### src/rtl/conv_layer_input_interface_pkg.sv
// Shared definitions for the conv layer input interface.
//   - CMD_* : one-cycle commands issued by the conv layer controller
//   - ACK_* : one-cycle completion acks returned to the controller
//   - TOTAL_WEIGHT / TOTAL_SHIFT : window rows per position and window positions per band,
//     given for the default configuration (KERNEL_SIZE=3, IMG_W=6); the controller uses the
//     same values.
//   - state_e : state encoding of the input interface FSM
package conv_layer_input_interface_pkg;

  localparam logic [1:0] CMD_IDLE    = 2'd0;
  localparam logic [1:0] CMD_PRELOAD = 2'd1;
  localparam logic [1:0] CMD_SHIFT   = 2'd2;
  localparam logic [1:0] CMD_LOAD    = 2'd3;

  localparam logic [1:0] ACK_IDLE        = 2'd0;
  localparam logic [1:0] ACK_PRELOAD_FIN = 2'd1;
  localparam logic [1:0] ACK_SHIFT_FIN   = 2'd2;
  localparam logic [1:0] ACK_LOAD_FIN    = 2'd3;

  localparam int unsigned TOTAL_WEIGHT = 3;
  localparam int unsigned TOTAL_SHIFT  = 4;

  typedef enum logic [1:0] {
    S_IDLE,
    S_PRELOAD,
    S_LOAD
  } state_e;

endpackage

### src/rtl/conv_window_buffer.sv
// KERNEL_SIZE x KERNEL_SIZE pixel window register.
//   clk, rst_n : clock, asynchronous active-low reset (window cleared to 0)
//   shift_en   : shift every row left by one column (win[r][c] <= win[r][c+1])
//   wr_en      : write wr_data into win[wr_row][wr_col] (ignored while shift_en is high)
//   rd_row     : row select for rd_data
//   rd_data    : selected row, pixel c at [c*DATA_WIDTH +: DATA_WIDTH] (combinational)
module conv_window_buffer #(
  parameter int unsigned DATA_WIDTH  = 8,
  parameter int unsigned KERNEL_SIZE = 3,
  parameter int unsigned IDX_W       = 2
) (
  input  logic                              clk,
  input  logic                              rst_n,
  input  logic                              shift_en,
  input  logic                              wr_en,
  input  logic [IDX_W-1:0]                  wr_row,
  input  logic [IDX_W-1:0]                  wr_col,
  input  logic [DATA_WIDTH-1:0]             wr_data,
  input  logic [IDX_W-1:0]                  rd_row,
  output logic [KERNEL_SIZE*DATA_WIDTH-1:0] rd_data
);

  logic [DATA_WIDTH-1:0] win_q [KERNEL_SIZE][KERNEL_SIZE];

  always_ff @(posedge clk or negedge rst_n) begin
    if (!rst_n) begin
      for (int r = 0; r < KERNEL_SIZE; r++) begin
        for (int c = 0; c < KERNEL_SIZE; c++) begin
          win_q[r][c] <= '0;
        end
      end
    end else if (shift_en) begin
      // Last column keeps its old pixel until the new column is fetched into it.
      for (int r = 0; r < KERNEL_SIZE; r++) begin
        for (int c = 0; c < KERNEL_SIZE - 1; c++) begin
          win_q[r][c] <= win_q[r][c+1];
        end
      end
    end else if (wr_en) begin
      win_q[wr_row][wr_col] <= wr_data;
    end
  end

  always_comb begin
    rd_data = '0;
    for (int c = 0; c < KERNEL_SIZE; c++) begin
      rd_data[c*DATA_WIDTH +: DATA_WIDTH] = win_q[rd_row][c];
    end
  end

endmodule

### src/rtl/conv_layer_input_interface.sv
// Input-side data mover for the convolution layer.
// Executes PRELOAD / SHIFT / LOAD commands from the conv layer controller, fetches pixels
// from a synchronous image RAM (1-cycle read latency) into a KxK window and presents one
// window row per SHIFT to the kernel array.
//   clk, rst_n           : clock, asynchronous active-low reset
//   input_interface_cmd  : CMD_* one-cycle command pulses
//   input_interface_ack  : ACK_* one-cycle completion pulses (registered)
//   ram_rd_en, ram_addr  : RAM read strobe and row-major pixel address
//   ram_data             : RAM read data, valid the cycle after ram_rd_en
//   row_data, row_valid  : current window row and its one-cycle valid
//   frame_done           : pulses with the last SHIFT ack of the frame
//   protocol_err         : sticky illegal-command flag, cleared only by reset
// KERNEL_SIZE must be at least 2.
module conv_layer_input_interface
  import conv_layer_input_interface_pkg::*;
#(
  parameter int unsigned DATA_WIDTH  = 8,
  parameter int unsigned KERNEL_SIZE = 3,
  parameter int unsigned IMG_W       = 6,
  parameter int unsigned IMG_H       = 6,
  parameter int unsigned ADDR_WIDTH  = 6
) (
  input  logic                              clk,
  input  logic                              rst_n,
  input  logic [1:0]                        input_interface_cmd,
  output logic [1:0]                        input_interface_ack,
  output logic                              ram_rd_en,
  output logic [ADDR_WIDTH-1:0]             ram_addr,
  input  logic [DATA_WIDTH-1:0]             ram_data,
  output logic [KERNEL_SIZE*DATA_WIDTH-1:0] row_data,
  output logic                              row_valid,
  output logic                              frame_done,
  output logic                              protocol_err
);

  localparam int unsigned KW = $clog2(KERNEL_SIZE);
  localparam int unsigned CW = $clog2(IMG_W);
  localparam int unsigned BW = $clog2(IMG_H);
  localparam int unsigned NW = $clog2(KERNEL_SIZE * KERNEL_SIZE + 1);

  localparam logic [KW-1:0] KLast      = KW'(KERNEL_SIZE - 1);
  localparam logic [CW-1:0] ColLast    = CW'(IMG_W - KERNEL_SIZE);
  localparam logic [BW-1:0] BandLast   = BW'(IMG_H - KERNEL_SIZE);
  localparam logic [NW-1:0] PreloadCnt = NW'(KERNEL_SIZE * KERNEL_SIZE);
  localparam logic [NW-1:0] LoadCnt    = NW'(KERNEL_SIZE);

  state_e          state_q;
  logic [BW-1:0]   band_pos_q;
  logic [CW-1:0]   col_pos_q;
  logic [KW-1:0]   row_idx_q;
  logic            first_q;
  // Next pixel to request from the RAM and how many have been requested.
  logic [KW-1:0]   iss_row_q;
  logic [KW-1:0]   iss_col_q;
  logic [NW-1:0]   iss_cnt_q;
  // Window slot the next returning pixel lands in.
  logic [KW-1:0]   cap_row_q;
  logic [KW-1:0]   cap_col_q;
  // ram_data carries a requested pixel this cycle.
  logic            rd_pend_q;

  logic            acc_preload;
  logic            acc_shift;
  logic            acc_load;
  logic            cmd_err;
  logic [BW-1:0]   band_nxt;

  logic            buf_shift;
  logic            buf_wr;
  logic [KW-1:0]   buf_wr_col;
  logic [KERNEL_SIZE*DATA_WIDTH-1:0] buf_rd_data;

  function automatic logic [ADDR_WIDTH-1:0] pix_addr(input int unsigned row,
                                                     input int unsigned col);
    return ADDR_WIDTH'(row * IMG_W + col);
  endfunction

  always_comb begin
    acc_preload = (state_q == S_IDLE) && (input_interface_cmd == CMD_PRELOAD);
    acc_shift   = (state_q == S_IDLE) && (input_interface_cmd == CMD_SHIFT) && !first_q;
    acc_load    = (state_q == S_IDLE) && (input_interface_cmd == CMD_LOAD) && !first_q &&
                  (col_pos_q != ColLast);
    cmd_err     = (input_interface_cmd != CMD_IDLE) && !(acc_preload || acc_shift || acc_load);

    // The first PRELOAD after reset starts at band 0; later ones advance and wrap.
    if (first_q || (band_pos_q == BandLast)) begin
      band_nxt = '0;
    end else begin
      band_nxt = band_pos_q + 1'b1;
    end
  end

  always_comb begin
    buf_shift  = acc_load;
    buf_wr     = (state_q != S_IDLE) && rd_pend_q;
    buf_wr_col = (state_q == S_LOAD) ? KLast : cap_col_q;
  end

  conv_window_buffer #(
    .DATA_WIDTH  (DATA_WIDTH),
    .KERNEL_SIZE (KERNEL_SIZE),
    .IDX_W       (KW)
  ) u_window (
    .clk      (clk),
    .rst_n    (rst_n),
    .shift_en (buf_shift),
    .wr_en    (buf_wr),
    .wr_row   (cap_row_q),
    .wr_col   (buf_wr_col),
    .wr_data  (ram_data),
    .rd_row   (row_idx_q),
    .rd_data  (buf_rd_data)
  );

  always_ff @(posedge clk or negedge rst_n) begin
    if (!rst_n) begin
      state_q             <= S_IDLE;
      band_pos_q          <= '0;
      col_pos_q           <= '0;
      row_idx_q           <= '0;
      first_q             <= 1'b1;
      iss_row_q           <= '0;
      iss_col_q           <= '0;
      iss_cnt_q           <= '0;
      cap_row_q           <= '0;
      cap_col_q           <= '0;
      rd_pend_q           <= 1'b0;
      input_interface_ack <= ACK_IDLE;
      ram_rd_en           <= 1'b0;
      ram_addr            <= '0;
      row_data            <= '0;
      row_valid           <= 1'b0;
      frame_done          <= 1'b0;
      protocol_err        <= 1'b0;
    end else begin
      input_interface_ack <= ACK_IDLE;
      row_valid           <= 1'b0;
      frame_done          <= 1'b0;
      ram_rd_en           <= 1'b0;
      rd_pend_q           <= ram_rd_en;

      if (cmd_err) begin
        protocol_err <= 1'b1;
      end

      unique case (state_q)
        S_IDLE: begin
          if (acc_preload) begin
            band_pos_q <= band_nxt;
            first_q    <= 1'b0;
            col_pos_q  <= '0;
            row_idx_q  <= '0;
            ram_rd_en  <= 1'b1;
            ram_addr   <= pix_addr(32'(band_nxt), 0);
            iss_cnt_q  <= NW'(1);
            iss_row_q  <= '0;
            iss_col_q  <= KW'(1);
            cap_row_q  <= '0;
            cap_col_q  <= '0;
            state_q    <= S_PRELOAD;
          end else if (acc_shift) begin
            row_data            <= buf_rd_data;
            row_valid           <= 1'b1;
            input_interface_ack <= ACK_SHIFT_FIN;
            frame_done          <= (row_idx_q == KLast) && (col_pos_q == ColLast) &&
                                   (band_pos_q == BandLast);
            row_idx_q           <= (row_idx_q == KLast) ? '0 : row_idx_q + 1'b1;
          end else if (acc_load) begin
            // New rightmost column is col_pos+1+KERNEL_SIZE-1.
            col_pos_q <= col_pos_q + 1'b1;
            ram_rd_en <= 1'b1;
            ram_addr  <= pix_addr(32'(band_pos_q), 32'(col_pos_q) + KERNEL_SIZE);
            iss_cnt_q <= NW'(1);
            iss_row_q <= KW'(1);
            cap_row_q <= '0;
            state_q   <= S_LOAD;
          end
        end

        S_PRELOAD: begin
          if (iss_cnt_q != PreloadCnt) begin
            ram_rd_en <= 1'b1;
            ram_addr  <= pix_addr(32'(band_pos_q) + 32'(iss_row_q), 32'(iss_col_q));
            iss_cnt_q <= iss_cnt_q + 1'b1;
            if (iss_col_q == KLast) begin
              iss_col_q <= '0;
              iss_row_q <= iss_row_q + 1'b1;
            end else begin
              iss_col_q <= iss_col_q + 1'b1;
            end
          end
          if (rd_pend_q) begin
            if (cap_col_q == KLast) begin
              cap_col_q <= '0;
              cap_row_q <= cap_row_q + 1'b1;
              if (cap_row_q == KLast) begin
                input_interface_ack <= ACK_PRELOAD_FIN;
                state_q             <= S_IDLE;
              end
            end else begin
              cap_col_q <= cap_col_q + 1'b1;
            end
          end
        end

        S_LOAD: begin
          if (iss_cnt_q != LoadCnt) begin
            ram_rd_en <= 1'b1;
            ram_addr  <= pix_addr(32'(band_pos_q) + 32'(iss_row_q),
                                  32'(col_pos_q) + KERNEL_SIZE - 1);
            iss_cnt_q <= iss_cnt_q + 1'b1;
            iss_row_q <= iss_row_q + 1'b1;
          end
          if (rd_pend_q) begin
            if (cap_row_q == KLast) begin
              input_interface_ack <= ACK_LOAD_FIN;
              state_q             <= S_IDLE;
            end else begin
              cap_row_q <= cap_row_q + 1'b1;
            end
          end
        end

        default: state_q <= S_IDLE;
      endcase
    end
  end

endmodule

### config.mk
export PLATFORM = sky130hd
export DESIGN_NAME = conv_layer_input_interface
export DESIGN_NICKNAME = d
export VERILOG_FILES = /design/src/rtl/conv_layer_input_interface_pkg.sv /design/src/rtl/conv_window_buffer.sv /design/src/rtl/conv_layer_input_interface.sv
export SDC_FILE = /design/constraint.sdc
export NUM_CORES = 1
export LEC_CHECK = 0
export BUFFER_PORTS_ARGS = -buffer_cell sky130_fd_sc_hd__buf_2
export CORE_MARGIN = 1.5
export CORE_UTILIZATION = 55
export CTS_BUF_LIST = sky130_fd_sc_hd__clkbuf_4
export DETAILED_ROUTE_END_ITERATION = 12
export PLACE_DENSITY_LB_ADDON = 0.15
export SETUP_SLACK_MARGIN = 0.15
export SLEW_MARGIN = 20
export SYNTH_ARGS = -nofsm -noshare
export SYNTH_HDL_FRONTEND = slang
export SYNTH_HIERARCHICAL = 1
export SYNTH_SLANG_ARGS = --single-unit
### constraint.sdc
create_clock -name clk -period 3.3 [get_ports clk]
set_clock_uncertainty 0.15 [all_clocks]
set_input_delay 0.66 -clock clk [delete_from_list [all_inputs] [get_ports clk]]
set_output_delay 0.66 -clock clk [all_outputs]
set_load 0.02 [all_outputs]
==> results.sh, run 1 <==
export IMPL_global_route_usage_met1_pct=41.18
export IMPL_htreeDepth=4
export IMPL_grt_most_used_layer="met2"
export IMPL_initialDrtViolationCount=497
export IMPL_critical_path_startpoint_type="flop"
export IMPL_synth_largest_area_cell="dfrtp_1"
export IMPL_path_clk_slew_ns=0.12
export IMPL_drive_gt1_share_pct=19.58
export IMPL_cp_end_kind="flop"
export IMPL_synth_ff_type="dfrtp_1"
export IMPL_place_inst=998
export IMPL_status="completed"
export IMPL_vdd_ir_drop_max_uv=678.8
export IMPL_chipWidth_um=120.5
export IMPL_worst_setup_path_startpoint="iss_row_q[0]"
export IMPL_syn_nets=856
export IMPL_finish_utilization_pct=62.89
export IMPL_seq_area_frac_synth_pct=43.52
export IMPL_clock_fmax_ghz=0.3051
export IMPL_fp_coreArea_sq_um=13350
export IMPL_initial_core_utilization_pct=56.88
export IMPL_postRouteWirelength_mm=18.95
export IMPL_crit_type="reg -> reg"
export IMPL_clock_insertion_delay_worst_skew_ns=0.58
export IMPL_multi_input_comb_area_sq_um=4014
export IMPL_worst_r2r_startpoint="iss_row_q[0]"
export IMPL_placementRows=42
export IMPL_fillers=1174
export IMPL_crit_required_ns=3.62
export IMPL_antenna_diode_count=0
export IMPL_cts_sink_count=132
export IMPL_first_global_vias=5999
export IMPL_cts_root_buf="clkbuf_4"
export IMPL_grt_first_pass_wirelength_mm=31.13
export IMPL_synth_async_sr_flop_share_pct=100.0
export IMPL_cp_arrival_ns=3.60
export IMPL_detailedPlacementHpwl_mm=12.98
export IMPL_min_delay_start="input_interface_cmd[1]"
export IMPL_netlist_top_cells_count="dfrtp_1, nand2_1, a21oi_1"
export IMPL_initial_antenna_violation_count=0
export IMPL_depth_of_the_most_critical_reg_to_reg_path=12
export IMPL_mappedNetlistArea_sq_um=7592
export IMPL_port_buffers=47
export IMPL_seqCellArea_sq_um=3304
export IMPL_slew_violations=0
export IMPL_drt_drc_violations_left=0
export IMPL_report_final_setup_viol=0
export IMPL_max_clock_path_buffers=2
export IMPL_hold_path_endpoint="protocol_err"
export IMPL_worstMarginPinSlew_ns=0.7299
export IMPL_met3_usage_pct=5.566
export IMPL_cts_made_buffers=17
export IMPL_route_vias_total=6119
export IMPL_final_hold_viol_count=0
export IMPL_post_layout_nonfiller_instances=1034
export IMPL_most_used_standard_cell_by_instance_count_after_synthesis="dfrtp_1"
export IMPL_detailedRoute_firstPassIterationCount=5
export IMPL_hp_class="in -> reg"
export IMPL_pin_count_of_the_biggest_net_entering_global_routing=98
export IMPL_detailed_place_area_sq_um=8001
export IMPL_total_leakage_power_nw=3.735
export IMPL_total_power_w=0.01016
export IMPL_cts_tree="built"
export IMPL_worstReg2RegEnd="ram_addr[3]"
export IMPL_synth_top_area_share_pct=43.18
export IMPL_hold_path_depth=3
export IMPL_grt_setup_unrepaired="yes"
export IMPL_finalWeightedCongestion=0.8568
export IMPL_track_usage_pct=27.68
export IMPL_postSynthRegisterBits=132
export IMPL_postSynthAreaPerCell_sq_um=9.396
export IMPL_slack_of_the_worst_reg_to_reg_path_ns=0.02
export IMPL_avgRoutedWirePerCell_um=18.33
export IMPL_synth_edf_count=0
export IMPL_power_per_cell_area_nw_per_um2=1210
export IMPL_layout_nets=893
export IMPL_synthTopCellsByArea="dfrtp_1, nand2_1, a21oi_1, nor2b_1, o21ai_0"
export IMPL_overflow=0
export IMPL_synthesis_yosys_warnings=6
export IMPL_synth_cells=808
export IMPL_max_slew_margin_pct=51.28
export IMPL_die_area_sq_um=14520
export IMPL_finalCritPeriodShare_pct=99.33
export IMPL_area_growth_syn_to_layout_pct=10.56
export IMPL_max_cap_viol_count=0
export IMPL_crit_path_max_fanout=3
export IMPL_yosysUniqueCellTypes=65
export IMPL_top_level_ports=48
export IMPL_die_h_um=120.5
export IMPL_final_period_minus_worst_setup_slack_ns=3.278
export IMPL_drtAntennaViolNets=0
export IMPL_detail_route_vias_per_cell=5.918
export IMPL_design_area_sq_um=8394
export IMPL_met2_usage_pct=41.19
-- final cells by class --
class                      instances  area share [%]
timing repair buffer              72           5.396
sequential                       132           39.37
clock buffer                      18           1.610
inverter                          24           1.073
multi-input combinational        598           47.82
clock inverter                    14           2.117
tap                              176           2.623
-- through the flow --
stage	setup TNS [ns]	setup WS, ns	hold slack, ns
after floorplan	0	0.05207	0.2144
after global routing	-0.1861	-0.1044	0.2449
after detailed placement	-0.06260	-0.06260	0.2156
final	0	0.02212	0.2216
after global placement	0	0.03031	0.2123
after CTS	0	0.002398	0.2089
-- worst max-delay path: stages, from the launching register on --
cell and delay (ns):
dfrtp_1 0.37, ha_2 0.20, inv_2 0.04, fa_1 0.50
inv_2 0.07, ha_4 0.16, fa_2 0.57, ha_4 0.22
buf_4 0.13, xor2_1 0.13, a221oi_1 0.29, a21oi_1 0.07
mux2_4 0.27
-- power by group --
part           internal (W)  switching, W  total, W
Combinational       0.00266       0.00343   0.00609
Clock              0.000541      0.000661   0.00120
Sequential          0.00233      0.000540   0.00287
-- sequential cells by signal, summed over array words and instances, names as in the netlist, 3 cells and up --
name	flops
col_pos_q	3
ram_addr	6
band_pos_q	3
row_data	24
iss_cnt_q	4
u_window/win_q	72
-- placed cells by master (no fill, tap or decap), drive strengths merged, types with 3 or more instances in the layout --
master    netlist  layout
clkbuf         30      18
o21ai          95      95
nand2b          4       4
and3            3       3
nand2         118     118
a221oi          5       5
dfrtp         131     131
nand3          15      15
mux2i          25      25
o21a            3       3
clkinvlp        0       4
inv            24      27
a31oi          27      27
nor2b          68      68
and4bb          3       3
xnor2          10      10
nor3            7       7
bufinv          0       3
buf            24      71
xor2            8       8
clkinv          0       4
a21oi          91      91
mux2           27      27
fa              6       6
nor2           14      14
nand3b          5       5
ha             30      30
o31ai           3       3
a21o            6       6
-- worst max path at each step --
stage | cells after the start | slack [ns] | endpoint
after floorplan | 13 | 0.05 | ram_addr[5]
after global placement | 13 | 0.03 | ram_addr[5]
after detailed placement | 12 | -0.06 | ram_addr[5]
after CTS | 13 | 0.002 | ram_addr[5]
after global routing | 13 | -0.10 | ram_addr[5]
final | 12 | 0.02 | ram_addr[3]
-- per-layer routing --
layer / share of wire [%] / vias up / routed length, um
li1: - / 2889 / -
met1: 48 / 3024 / 9150
met2: 45 / 190 / 8493
met3: 5.8 / 16 / 1093
met4: 1.1 / 0 / 211
met5: 0 / - / 0
-- kinds of logic (layout without fill, tap and decap cells) --
family,after synthesis,count (layout),share of synthesized area [%]
buffers and inverters,78,128,4.730
xor gates and xnor gates,18,18,2.423
and+or+nand+nor,249,249,17.21
DFF,132,132,43.52
AOI/OAI and AO/OA,243,243,18.29
adders and majority gates,36,36,6.526
muxes,52,52,7.301
-- repair_timing --
item / CTS / global route
endpoints found under the hold margin: 39 / 0
resized for setup: 2 / 6
pin swaps: 2 / 3
setup buffers: 1 / 2
setup endpoints to repair: 3 / 3
hold buffers: 1 / 0
(Power assumes the default switching activity.)
==> inputs of run 2 (changes only) <==
CORE_UTILIZATION = 50   (was 55)
==> run 2 against run 1 <==
  * Final area decreased by 0.48%
  * Clock power is 7% lower
  * Via count shrank 0.83%
  * Sequential share of layout area is 0.19 points higher
  * Non-clock buffer count up 1
  * Utilization fell by 6.1 points
  * Worst setup slack lost 0.0012 ns
  * Routed wire length up 2.8%
  * Sequential cell count unchanged
  * Sequential power barely moved
  * Clock-buffer cell count stayed put
  * Die area grew 9.7%
==> results.sh, run 2 (synthesis results as in run 1) <==
export IMPL_largest_reg_flops=72
export IMPL_hold_path_depth=0
export IMPL_chipWidth_um=126.2
export IMPL_total_leakage_power_nw=3.728
export IMPL_detailedRoute_firstPassIterationCount=5
export IMPL_crit_required_ns=3.61
export IMPL_worst_hold_slack_ns=0.2422
export IMPL_total_power_w=0.009937
export IMPL_first_global_vias=5999
export IMPL_p_int_w=0.005361
export IMPL_final_period_minus_worst_setup_slack_ns=3.279
export IMPL_final_hold_viol_count=0
export IMPL_cts_tree="built"
export IMPL_detailroute_wirelength_met2_mm=8.763
export IMPL_die_area_sq_um=15930
export IMPL_vdd_ir_drop_max_uv=597.4
export IMPL_part_of_the_power_in_the_clock_network_pct=11.1
export IMPL_max_slew_margin_pct=45.71
export IMPL_track_usage_pct=25.53
export IMPL_comb_power_share_pct=60.0
export IMPL_critical_path_startpoint_type="flop"
export IMPL_timing_critical_path_max_delay_family="adder cells"
export IMPL_postRouteWirelength_mm=19.49
export IMPL_fp_coreArea_sq_um=14700
export IMPL_clock_insertion_delay_worst_skew_ns=0.56
export IMPL_top_signal_layer_used="met4"
export IMPL_min_delay_start="ram_rd_en"
export IMPL_cp_arrival_ns=3.59
export IMPL_drtAntennaViolNets=0
export IMPL_cts_sink_count=132
export IMPL_avgRoutedWirePerCell_um=18.66
export IMPL_cp_end_kind="flop"
export IMPL_drive_gt1_share_pct=18.65
export IMPL_top_level_ports=48
export IMPL_placementRows=44
export IMPL_hp_class="reg -> reg"
export IMPL_crit_path_cell_trace="ha_2 -> inv_2 -> fa_1 -> inv_2 -> ha_4 -> fa_2 -> ha_4 -> a21o_1 -> a21oi_4 -> xnor2_2 -> xnor2_1 -> a221oi_2 -> o21ai_1"
export IMPL_drt_drc_violations_left=0
export IMPL_path_clk_slew_ns=0.11
export IMPL_detailroute_wirelength_met3_mm=1.170
export IMPL_area_growth_syn_to_layout_pct=10.04
export IMPL_power_per_cell_area_nw_per_um2=1189
export IMPL_largest_register="u_window/win_q"
export IMPL_cts_root_buf="clkbuf_4"
export IMPL_worst_r2r_startpoint="iss_row_q[0]"
export IMPL_port_buffers=47
export IMPL_grt_setup_unrepaired="yes"
export IMPL_final_common_cell="dfrtp_1"
export IMPL_detailedPlacementHpwl_mm=13.06
export IMPL_number_of_buffers_and_inverters_on_the_critical_path=2
export IMPL_seqPwrFrac_pct=28.8
export IMPL_clock_fmax_ghz=0.3050
export IMPL_pin_count_of_the_biggest_net_entering_global_routing=98
export IMPL_max_cap_viol_count=0
export IMPL_finalCritPeriodShare_pct=99.37
export IMPL_hold_path_endpoint="rd_pend_q"
export IMPL_htreeDepth=4
export IMPL_highest_count_cells_in_the_layout_ignoring_fill_and_taps="dfrtp_1, nand2_1, a21oi_1"
export IMPL_status="completed"
export IMPL_cts_made_buffers=17
export IMPL_detail_route_vias_per_cell=5.812
export IMPL_reg_top3="u_window/win_q (72), row_data (24), ram_addr (6)"
export IMPL_finish_utilization_pct=56.84
export IMPL_depth_of_the_most_critical_reg_to_reg_path=13
export IMPL_crit_path_max_incr_delay_ns=0.60
export IMPL_route_vias_total=6068
export IMPL_finalWeightedCongestion=0.8756
export IMPL_max_clock_path_buffers=2
export IMPL_power_share_switching_pct=46.05
export IMPL_pre_cts_slack_ns=-0.04284
export IMPL_worstMarginPinSlew_ns=0.8144
export IMPL_initial_antenna_violation_count=2
export IMPL_power_net_switching_w=0.004576
export IMPL_die_h_um=126.2
export IMPL_fin_ws_ns=0.02094
export IMPL_initialDrtViolationCount=558
export IMPL_worstReg2RegEnd="ram_addr[5]"
export IMPL_layout_nets=894
export IMPL_initial_core_utilization_pct=51.65
export IMPL_grt_first_pass_wirelength_mm=32.04
export IMPL_crit_path_max_fanout=3
export IMPL_slack_of_the_worst_reg_to_reg_path_ns=0.02
export IMPL_standard_cell_with_the_maximum_stage_delay_on_the_critical_path="fa_2"
export IMPL_report_final_setup_viol=0
export IMPL_slew_violations=0
export IMPL_crit_type="reg -> reg"
export IMPL_final_setup_tns_ns=0
export IMPL_m1WireLength_mm=9.307
export IMPL_overflow=0
-- run 2: routing by layer --
layer / vias to the layer above / track usage (%)
met2: 187 / 38.30
met5: - / 0
met3: 24 / 4.970
met4: 0 / 8.249
met1: 2971 / 37.35
li1: 2886 / -
-- run 2: cell type report --
cell class / count / area (sq um)
well taps: 184 / 230.2
fillers: 1314 / 6345
clock inverters: 13 / 141.4
multi-input cells: 598 / 3996
flip-flops and latches: 132 / 3304
clock buffers: 18 / 135.1
repair buffers: 73 / 451.7
diodes: 2 / 5.005
inverters: 24 / 90.09
-- run 2: per-stage QoR --
step	instances	instance area [sq um]
after detailed placement	1005	7995
after global placement	1005	7995
final	1044	8354
after CTS	1038	8303
after global routing	1044	8354
after floorplan	808	7622
-- run 2: worst max path at each step --
| stage | startpoint | to | depth (start not counted) |
|---|---|---|---|
| floorplan | band_pos_q[0] | ram_addr[5] | 13 |
| detailed placement | band_pos_q[0] | ram_addr[5] | 12 |
| CTS | band_pos_q[0] | ram_addr[5] | 13 |
| global route | band_pos_q[0] | ram_addr[5] | 13 |
| finish | iss_row_q[0] | ram_addr[5] | 13 |
| global placement | iss_row_q[0] | ram_addr[5] | 13 |
-- run 2: repair_timing --
item                                    in CTS  in global routing
endpoints found under the hold margin       62                  0
endpoints found under the setup margin       3                  3
pin swaps                                    2                  2
hold buffers                                 1                  0
buffers inserted                             1                  4
gates resized for setup                      3                  3
-- run 2: power groups by stage --
| stage | clock, W | sequential, W | combinational, W |
|---|---|---|---|
| 3_5_place_dp | 0 | 0.00289 | 0.00564 |
| 3_3_place_gp | 0 | 0.00284 | 0.00545 |
| 4_1_cts | 0.00114 | 0.00286 | 0.00573 |
| 6_report | 0.00111 | 0.00286 | 0.00597 |
| 5_1_grt | 0.00120 | 0.00296 | 0.00655 |
| 2_1_floorplan | 0 | 0.00295 | 0.00411 |
==> inputs of run 3 (changes only) <==
CORE_MARGIN = 2   (was 1.5)
==> run 3 against run 2 <==
  * Fmax decreased by 0.18%
  * Largest cell class unchanged
  * Routed wire length increased by 0.75%
  * Critical path depth decreased by 1
==> results.sh, run 3 (synthesis results as in run 1) <==
export IMPL_status="completed"
export IMPL_crit_type="reg -> reg"
export IMPL_power_per_cell_area_nw_per_um2=1207
export IMPL_antenna_diode_count=0
export IMPL_detailed_place_area_sq_um=8045
export IMPL_crit_path_max_fanout=3
export IMPL_reg_top3="u_window/win_q (72), row_data (24), ram_addr (6)"
export IMPL_fillers=1332
export IMPL_total_leakage_power_nw=3.776
export IMPL_fin_ws_ns=0.01503
export IMPL_vdd_ir_drop_max_uv=927.0
export IMPL_chipWidth_um=127.2
export IMPL_hp_class="reg -> reg"
export IMPL_track_usage_pct=25.27
export IMPL_postRouteWirelength_mm=19.63
export IMPL_die_area_sq_um=16190
export IMPL_final_hold_viol_count=0
export IMPL_top_level_ports=48
export IMPL_port_buffers=47
export IMPL_slack_of_the_worst_reg_to_reg_path_ns=0.02
export IMPL_route_vias_total=6098
export IMPL_finalCritPeriodShare_pct=99.54
export IMPL_worstMarginPinSlew_ns=0.7604
export IMPL_grt_setup_unrepaired="yes"
export IMPL_slew_violations=0
export IMPL_design_area_sq_um=8451
export IMPL_final_period_minus_worst_setup_slack_ns=3.285
export IMPL_max_cap_viol_count=0
export IMPL_worst_hold_slack_ns=0.2612
export IMPL_fp_coreArea_sq_um=15030
export IMPL_pin_count_of_the_biggest_net_entering_global_routing=80
export IMPL_cts_tree="built"
export IMPL_clock_insertion_delay_worst_skew_ns=0.56
export IMPL_crit_required_ns=3.61
export IMPL_initialDrtViolationCount=535
export IMPL_cp_end_kind="flop"
export IMPL_first_global_vias=6063
export IMPL_max_slew_margin_pct=49.31
export IMPL_detailedRoute_firstPassIterationCount=5
export IMPL_initial_core_utilization_pct=50.50
export IMPL_overflow=0
export IMPL_drt_drc_violations_left=0
export IMPL_cp_arrival_ns=3.59
export IMPL_area_growth_syn_to_layout_pct=11.31
export IMPL_max_clock_path_buffers=2
export IMPL_grt_first_pass_wirelength_mm=31.84
export IMPL_largest_reg_flops=72
export IMPL_highest_count_cells_in_the_layout_ignoring_fill_and_taps="dfrtp_1, nand2_1, a21oi_1"
export IMPL_largest_register="u_window/win_q"
export IMPL_layout_nets=899
export IMPL_path_clk_slew_ns=0.12
export IMPL_pre_cts_slack_ns=-0.02309
export IMPL_initial_antenna_violation_count=1
export IMPL_final_common_cell="dfrtp_1"
export IMPL_drtAntennaViolNets=0
export IMPL_avgRoutedWirePerCell_um=18.66
export IMPL_detail_route_vias_per_cell=5.797
export IMPL_cts_made_buffers=17
export IMPL_die_h_um=127.2
export IMPL_critical_path_startpoint_type="flop"
export IMPL_placementRows=45
export IMPL_clock_fmax_ghz=0.3044
export IMPL_drive_gt1_share_pct=20.02
export IMPL_detailedPlacementHpwl_mm=13.45
export IMPL_cts_sink_count=132
export IMPL_total_power_w=0.01020
export IMPL_htreeDepth=4
export IMPL_cts_root_buf="clkbuf_4"
export IMPL_finalWeightedCongestion=0.8341
export IMPL_report_final_setup_viol=0
-- run 3: cell count changes in the layout (fill, tap and decap cells not counted), moves of 2 or more --
| cell | before | now |
|---|---|---|
| buf_4 | 24 | 29 |
| clkinv_1 | 6 | 0 |
| clkinvlp_4 | 2 | 4 |
| diode_2 | 2 | 0 |
| inv_6 | 0 | 3 |
-- run 3: per-stage QoR --
step           setup TNS [ns]  util (%)  std cells
3_5_place_dp         -0.02309     53.52       1015
4_1_cts              -0.02343     55.89       1049
3_3_place_gp                0     53.52       1015
2_1_floorplan               0         -        808
5_1_grt               -0.2080     56.21       1052
6_report                    0     56.21       1052
-- run 3: layout make-up --
| type | instances | area [sq um] | area share, % |
|---|---|---|---|
| Multi-Input combinational cell | 598 | 4000 | 47.33 |
| Sequential cell | 132 | 3304 | 39.10 |
| Timing Repair Buffer | 78 | 489.2 | 5.789 |
| Tap cell | 188 | 235.2 | 2.784 |
| Clock inverter | 15 | 203.9 | 2.413 |
| Clock buffer | 17 | 127.6 | 1.510 |
| Inverter | 24 | 90.09 | 1.066 |
-- run 3: worst max-delay path, stage by stage (launching register included) --
cell      delay, ns
dfrtp_1        0.39
ha_2           0.20
inv_2          0.04
fa_1           0.49
inv_2          0.07
ha_4           0.16
fa_2           0.57
ha_4           0.21
buf_4          0.14
xor2_1         0.15
a221oi_2       0.27
a21oi_1        0.06
mux2_4         0.27
-- run 3: power breakdown --
part           switching [W]  leakage, nW  internal [W]  total, W
combinational        0.00351         2.00       0.00258   0.00610
sequential          0.000513         1.61       0.00232   0.00284
clock               0.000655        0.165      0.000606   0.00126
-- run 3: repair_timing --
action | 4_1_cts | 5_1_grt
pin swaps | 4 | 2
hold buffers | 1 | 0
gates resized for setup | 2 | 5
hold endpoints to repair | 76 | 0
endpoints found under the setup margin | 2 | 3
setup buffers | 1 | 3
-- run 3: routing by layer --
metal / share of wire (%) / vias up / GRT usage, %
li1: - / 2883 / -
met1: 44 / 2993 / 33.75
met2: 49 / 181 / 41.05
met3: 5.0 / 39 / 5.360
met4: 2.5 / 2 / 9.050
met5: 0.066 / - / 0
-- run 3: path summary, 6_finish.rpt --
check,from,endpoint,depth (start not counted)
setup / recovery,band_pos_q[0],ram_addr[3],12
hold / removal,ram_rd_en,rd_pend_q,0
setup reg to reg,band_pos_q[0],ram_addr[3],12
hold reg to reg,ram_rd_en,rd_pend_q,0
max in group asynchronous,rst_n,ram_addr[1],3
min in group asynchronous,rst_n,row_data[13],2
